## src/rtl/vga_cmd_arbiter_pkg.sv

```systemverilog
// ============================================================================
// Module : vga_cmd_arbiter_pkg
// Brief  : Shared command codes, CR character and arbiter state encodings.
// Rev    : 1.0
// ============================================================================
`default_nettype none

package vga_cmd_arbiter_pkg;

    localparam logic [1:0] C_CMD_DISPLAY = 2'b00;
    localparam logic [1:0] C_CMD_DELETE  = 2'b01;
    localparam logic [1:0] C_CMD_NEWLINE = 2'b10;
    localparam logic [1:0] C_CMD_NULL    = 2'b11;

    localparam logic [7:0] C_ASCII_CR    = 8'h0D;

    typedef enum logic [1:0] {
        ST_IDLE = 2'd0,
        ST_ECHO = 2'd1,
        ST_RES  = 2'd2,
        ST_NL   = 2'd3
    } arb_state_t;

    typedef struct packed {
        logic       last;
        logic [7:0] ascii;
    } res_entry_t;

endpackage

`default_nettype wire

```

## src/rtl/vga_cmd_arbiter_res.sv

```systemverilog
// ============================================================================
// Module : res_fifo
// Brief  : Result character FIFO with separate occupancy count.
// Rev    : 1.0
// ============================================================================
`default_nettype none

module res_fifo #(
    parameter int P_FIFO_DEPTH = 8,
    parameter int P_WIDTH      = 9
) (
    input  logic                          clk,
    input  logic                          rst,
    input  logic                          push,
    input  logic                          pop,
    input  logic [P_WIDTH-1:0]            din,
    output logic [P_WIDTH-1:0]            dout,
    output logic                          full,
    output logic                          empty,
    output logic [$clog2(P_FIFO_DEPTH):0] count
);

    localparam int                C_PTR_W   = $clog2(P_FIFO_DEPTH);
    localparam logic [C_PTR_W-1:0] C_PTR_ONE = C_PTR_W'(1);
    localparam logic [C_PTR_W:0]   C_CNT_ONE = (C_PTR_W + 1)'(1);
    localparam logic [C_PTR_W:0]   C_CNT_MAX = (C_PTR_W + 1)'(P_FIFO_DEPTH);

    logic [P_WIDTH-1:0] r_mem [P_FIFO_DEPTH];
    logic [C_PTR_W-1:0] r_wr_ptr;
    logic [C_PTR_W-1:0] r_rd_ptr;
    logic [C_PTR_W:0]   r_count;
    logic               w_do_push;
    logic               w_do_pop;

    assign full      = (r_count == C_CNT_MAX);
    assign empty     = (r_count == '0);
    assign count     = r_count;
    assign dout      = r_mem[r_rd_ptr];
    assign w_do_push = push & ~full;
    assign w_do_pop  = pop & ~empty;

    // Power-of-two depth lets the pointers wrap by natural overflow.
    always_ff @(posedge clk or posedge rst) begin
        if (rst) begin
            r_wr_ptr <= '0;
            r_rd_ptr <= '0;
            r_count  <= '0;
        end else begin
            if (w_do_push) r_wr_ptr <= r_wr_ptr + C_PTR_ONE;
            if (w_do_pop)  r_rd_ptr <= r_rd_ptr + C_PTR_ONE;
            case ({w_do_push, w_do_pop})
                2'b10:   r_count <= r_count + C_CNT_ONE;
                2'b01:   r_count <= r_count - C_CNT_ONE;
                default: r_count <= r_count;
            endcase
        end
    end

    always_ff @(posedge clk) begin
        if (w_do_push) r_mem[r_wr_ptr] <= din;
    end

endmodule

`default_nettype wire

```

## src/rtl/vga_cmd_arbiter.sv

```systemverilog
// ============================================================================
// Module : vga_cmd_arbiter
// Brief  : Merges keyboard echo commands and result strings into one VGA stream.
// Rev    : 1.0
// ============================================================================
`default_nettype none

module vga_cmd_arbiter
    import vga_cmd_arbiter_pkg::*;
#(
    parameter int         P_FIFO_DEPTH = 8,
    parameter logic [7:0] P_ECHO_COLOR = 8'h0F,
    parameter logic [7:0] P_RES_COLOR  = 8'h0A
) (
    input  logic       clk,
    input  logic       rst,
    input  logic       echo_valid,
    input  logic [1:0] echo_cmd,
    input  logic [7:0] echo_ascii,
    output logic       echo_ready,
    input  logic       res_valid,
    input  logic [7:0] res_ascii,
    input  logic       res_last,
    output logic       res_ready,
    input  logic       vga_ready,
    output logic       out_valid,
    output logic [1:0] command,
    output logic [7:0] ascii_out,
    output logic [7:0] color
);

    arb_state_t                    r_state;
    logic                          r_hold_valid;
    logic [1:0]                    r_hold_cmd;
    logic [7:0]                    r_hold_ascii;
    logic                          r_last_out;
    logic                          r_out_valid;
    logic [1:0]                    r_command;
    logic [7:0]                    r_ascii;
    logic [7:0]                    r_color;

    res_entry_t                    w_fifo_dout;
    logic                          w_fifo_full;
    logic                          w_fifo_empty;
    logic [$clog2(P_FIFO_DEPTH):0] w_fifo_count;
    logic                          w_unused_count;
    logic                          w_echo_new;
    logic                          w_echo_avail;
    logic [1:0]                    w_echo_cmd;
    logic [7:0]                    w_echo_ascii;
    logic                          w_load;
    logic                          w_free;
    logic                          w_issue_echo;
    logic                          w_issue_res;
    logic                          w_issue_nl;

    res_fifo #(
        .P_FIFO_DEPTH (P_FIFO_DEPTH),
        .P_WIDTH      (9)
    ) u_res_fifo (
        .clk   (clk),
        .rst   (rst),
        .push  (res_valid),
        .pop   (w_issue_res),
        .din   ({res_last, res_ascii}),
        .dout  (w_fifo_dout),
        .full  (w_fifo_full),
        .empty (w_fifo_empty),
        .count (w_fifo_count)
    );

    assign w_unused_count = ^w_fifo_count;

    assign echo_ready = ~r_hold_valid;
    assign res_ready  = ~w_fifo_full;
    assign out_valid  = r_out_valid;
    assign command    = r_command;
    assign ascii_out  = r_ascii;
    assign color      = r_color;

    // A fresh echo bypasses the holding register when it can issue at once.
    assign w_echo_new   = echo_valid & ~r_hold_valid & (echo_cmd != C_CMD_NULL);
    assign w_echo_avail = r_hold_valid | w_echo_new;
    assign w_echo_cmd   = r_hold_valid ? r_hold_cmd   : echo_cmd;
    assign w_echo_ascii = r_hold_valid ? r_hold_ascii : echo_ascii;

    // In NL the output is always valid, so a load there means the newline left.
    assign w_load       = ~r_out_valid | vga_ready;
    assign w_free       = (r_state != ST_RES);
    assign w_issue_echo = w_load & w_free & w_echo_avail;
    assign w_issue_res  = w_load & ~w_fifo_empty &
                          ((w_free & ~w_echo_avail) | ((r_state == ST_RES) & ~r_last_out));
    assign w_issue_nl   = w_load & (r_state == ST_RES) & r_last_out;

    always_ff @(posedge clk or posedge rst) begin
        if (rst) begin
            r_hold_valid <= 1'b0;
            r_hold_cmd   <= C_CMD_NULL;
            r_hold_ascii <= 8'h00;
        end else if (w_issue_echo && r_hold_valid) begin
            r_hold_valid <= 1'b0;
        end else if (w_echo_new && !w_issue_echo) begin
            r_hold_valid <= 1'b1;
            r_hold_cmd   <= echo_cmd;
            r_hold_ascii <= echo_ascii;
        end
    end

    always_ff @(posedge clk or posedge rst) begin
        if (rst) begin
            r_state     <= ST_IDLE;
            r_last_out  <= 1'b0;
            r_out_valid <= 1'b0;
            r_command   <= C_CMD_NULL;
            r_ascii     <= 8'h00;
            r_color     <= 8'h00;
        end else if (w_issue_echo) begin
            r_state     <= ST_ECHO;
            r_last_out  <= 1'b0;
            r_out_valid <= 1'b1;
            r_command   <= w_echo_cmd;
            r_ascii     <= w_echo_ascii;
            r_color     <= P_ECHO_COLOR;
        end else if (w_issue_res) begin
            r_state     <= ST_RES;
            r_last_out  <= w_fifo_dout.last;
            r_out_valid <= 1'b1;
            r_command   <= C_CMD_DISPLAY;
            r_ascii     <= w_fifo_dout.ascii;
            r_color     <= P_RES_COLOR;
        end else if (w_issue_nl) begin
            r_state     <= ST_NL;
            r_last_out  <= 1'b0;
            r_out_valid <= 1'b1;
            r_command   <= C_CMD_NEWLINE;
            r_ascii     <= C_ASCII_CR;
            r_color     <= P_RES_COLOR;
        end else if (w_load) begin
            // A starved burst keeps RES so echo stays locked out until LAST.
            r_out_valid <= 1'b0;
            if (r_state != ST_RES) r_state <= ST_IDLE;
        end
    end

endmodule

`default_nettype wire
```

## config.mk

```make
export PLATFORM = sky130hd
export DESIGN_NAME = vga_cmd_arbiter
export DESIGN_NICKNAME = d
export VERILOG_FILES = /design/src/rtl/vga_cmd_arbiter_pkg.sv /design/src/rtl/vga_cmd_arbiter_res.sv /design/src/rtl/vga_cmd_arbiter.sv
export SDC_FILE = /design/constraint.sdc
export NUM_CORES = 1
export LEC_CHECK = 0
export CORE_MARGIN = 2
export CORE_UTILIZATION = 56
export DETAILED_ROUTE_END_ITERATION = 8
export PLACE_DENSITY = 0.78
export SLEW_MARGIN = 10
export SYNTH_ARGS = -nofsm -noshare
export SYNTH_HDL_FRONTEND = slang
export SYNTH_SLANG_ARGS = --single-unit
```

## constraint.sdc

```tcl
create_clock -name clk -period 5.8 [get_ports clk]
set_clock_uncertainty 0.05 [all_clocks]
set_input_delay 0.58 -clock clk [delete_from_list [all_inputs] [get_ports clk]]
set_output_delay 0.58 -clock clk [all_outputs]
set_load 0.005 [all_outputs]
```

==> flow_metrics.env <==
export IMPL_antenna_found_initial=0
export IMPL_drtIter0Drc=120
export IMPL_clkTransAtPathRegs_ns=0.10
export IMPL_synthArstFlopShare=0.3394
export IMPL_critPathCaptureType="flip-flop"
export IMPL_yosysMostFrequentCell="edfxtp_1"
export IMPL_ys_ff_latch=109
export IMPL_pwr_share_comb=0.324
export IMPL_syn_area_um2=4672
export IMPL_drv_cap=0
export IMPL_io_buffer_count=40
export IMPL_grt_total_usage=0.1993
export IMPL_clkPwrFrac=0.180
export IMPL_fp_dieH_um=95.34
export IMPL_vias_per_cell=5.846
export IMPL_layout_drive_gt1_share=0.1640
export IMPL_syn_to_final_growth_pct=14.01
export IMPL_multiInputGateArea_um2=1473
export IMPL_relSlewSlack=0.2703
export IMPL_fin_nets=341
export IMPL_cpPeakStageDelay_ns=0.58
export IMPL_routedWlPerCell_um=19.71
export IMPL_cts_setup_buffers=0
export IMPL_cts_tree="yes"
export IMPL_regArea_um2=3093
export IMPL_power_density_nw_per_um2=470.0
export IMPL_syn_inst=271
export IMPL_yosys_top_cells_area="edfxtp_1 46%, dfrtp_1 18%, mux4_1 9.6%"
export IMPL_seqPwrFrac=0.496
export IMPL_hold_buffers=0
export IMPL_gp_congestion=0.8397
export IMPL_path_buf_inv=1
export IMPL_root_buffer="clkbuf_8"
export IMPL_antenna_cells=0
export IMPL_fmax_mhz=347.6
export IMPL_postPlaceCellArea_um2=5127
export IMPL_hold_violations=0
export IMPL_hold_class="flip-flop to flip-flop"
export IMPL_drc=0
export IMPL_path_delay_family="simple AND/OR/NAND/NOR gates"
export IMPL_cts_resized_gates=0
export IMPL_grt_pass1_vias=2434
export IMPL_power_internal_mw=1.708
export IMPL_utilization=0.6548
export IMPL_drt_total_wl_um=8318
export IMPL_synth_area_leader_cell="edfxtp_1"
export IMPL_num_vias=2467
export IMPL_grt_pass1_wl_um=12870
export IMPL_critPathKind="flip-flop to flip-flop"
export IMPL_synth_edf_count=72
export IMPL_ir_drop_mv=0.2695
export IMPL_rsz0062_at_grt="no"
export IMPL_cp_common_cell="xor2_1"
export IMPL_initial_utilization=0.5744
export IMPL_synth_top_cell_area_share=0.4628
export IMPL_power_switching_mw=0.7956
export IMPL_cts_sinks=109
export IMPL_timing_final_crit_share=0.4960
export IMPL_firstDrtPassIters=5
export IMPL_worstSkewPairLatency_ns=0.37
export IMPL_period_needed_ns=2.877
export IMPL_syn_area_per_cell_um2=17.24
export IMPL_netSwitchingFraction=0.3178
export IMPL_place_inst=406
export IMPL_synth_seq_area_share=0.6620
export IMPL_final_area_um2=5326
export IMPL_required_ns=6.01
export IMPL_cts_buffer_depth=2
export IMPL_cts_buffers=9
export IMPL_setup_violations_final=0
export IMPL_fin_hold_ws_ns=0.4323
export IMPL_num_fill_cells=551
export IMPL_route_antenna_remaining_nets=0
export IMPL_overflow=0
export IMPL_ys_types=46
export IMPL_grt_max_degree=38
export IMPL_core_area_um2=8134
export IMPL_drv_slew=0
export IMPL_chipWidth_um=95.34
export IMPL_cp_arrival_ns=3.08
export IMPL_cp_max_fo=7
export IMPL_synth_commonest_cells="72 x edfxtp_1, 33 x dfrtp_1, 21 x mux2_2"
export IMPL_outcome="complete, no violations"
export IMPL_fin_cells=422
export IMPL_row_count=33
export IMPL_cts_htree_levels=3
export IMPL_setup_tns_ns=0
export IMPL_die_area_um2=9090
export IMPL_yosysWarnings=0
export IMPL_slowest_stage="nor4_1"
export IMPL_leakage_nw=1.948
export IMPL_io_pins=45
export IMPL_path_cells="nor4_1 > nor2_1 > nand2_1 > inv_1 > ha_1 > xor2_1 > ha_1 > a21oi_1 > xor2_1 > nor2_1 > xor2_1"
export IMPL_tightest_slew_ns=1.091
export IMPL_cp_start_kind="flip-flop"
export IMPL_dpl_hpwl_um=5458
export IMPL_synthFlopType="edfxtp_1"
[kinds of logic after synthesis]
group,count (synthesis),share of synthesized area
AO/OA/AOI/OAI,28,0.04875
flip-flops,109,0.6620
other,1,0.0008027
AND/OR/NAND/NOR,48,0.05277
XOR/XNOR,8,0.01500
multiplexers,53,0.1810
adder cells (fa/ha/maj),5,0.01339
buffers and inverters,19,0.02624
[layout make-up]
type	count	share of cell area
clock buffers	9	0.02326
clock inverters	7	0.01409
inverters	4	0.002819
multi-input cells	146	0.2765
flip-flops and latches	109	0.5807
well taps	105	0.02467
repair buffers	42	0.07799
[state kept, by name, summed over array words and instances, names as in the netlist, 2 cells and up]
signal and flops:
command 2, u_res_fifo.r_rd_ptr 3, ascii_out 8, r_hold_ascii 8, r_state 2, u_res_fifo.r_wr_ptr 3, u_res_fifo.r_mem 72, u_res_fifo.count 4
color 2, r_hold_cmd 2
[metrics by stage]
step	power, mW	setup WS (ns)
after floorplan	1.806	3.368
after CTS	2.529	2.964
after global placement	2.035	2.785
after detailed placement	2.079	2.695
after global routing	2.653	2.731
final	2.504	2.923
[layout by cell type, fill, tap and decap left out, types with 3 or more instances in the layout]
cell type,count
conb_1,4
a21oi_1,4
dfstp_2,4
o221a_2,3
mux2_2,21
edfxtp_1,72
inv_1,4
dfrtp_1,33
xor2_1,4
nand2b_1,5
clkdlybuf4s50_1,40
clkbuf_8,9
nand2_1,10
nor2_1,13
xnor2_1,4
mux4_1,17
ha_1,5
o32ai_1,3
mux2i_1,14
o21ai_0,6
nand3_1,6
[tightest hold or removal path, delay by kind of cell (launching register included)]
kind               cells  cell delay, ns
AOI/OAI and AO/OA      1            0.06
DFF                    1            0.38
and+or+nand+nor        1            0.05
[power groups by stage]
stage                     sequential [mW]  combinational (mW)  clock, mW
after floorplan                      1.13               0.672          0
after global placement               1.25               0.788          0
after detailed placement             1.26               0.817          0
after CTS                            1.25               0.820      0.464
after global routing                 1.27               0.888      0.494
final                                1.24               0.812      0.450
[metal layers]
layer / global-route usage / part of all wire / vias up
li1: - / - / 1143
met1: 0.2506 / 0.43 / 1254
met2: 0.3369 / 0.51 / 59
met3: 0.04585 / 0.043 / 11
met4: 0.07971 / 0.017 / 0
met5: 0 / 0 / -
[final timing paths]
check	to	slack, ns	cells past startpoint	start
max in group asynchronous	r_hold_cmd[1]	4.79	3	rst
hold / removal	command[0]	0.43	2	command[0]
hold reg to reg	command[0]	0.43	2	command[0]
min in group asynchronous	r_hold_ascii[6]	0.55	3	rst
setup reg to reg	u_res_fifo.count[2]	2.92	11	u_res_fifo.count[0]
setup / recovery	u_res_fifo.count[2]	2.92	11	u_res_fifo.count[0]
(Power assumes the default switching activity.)
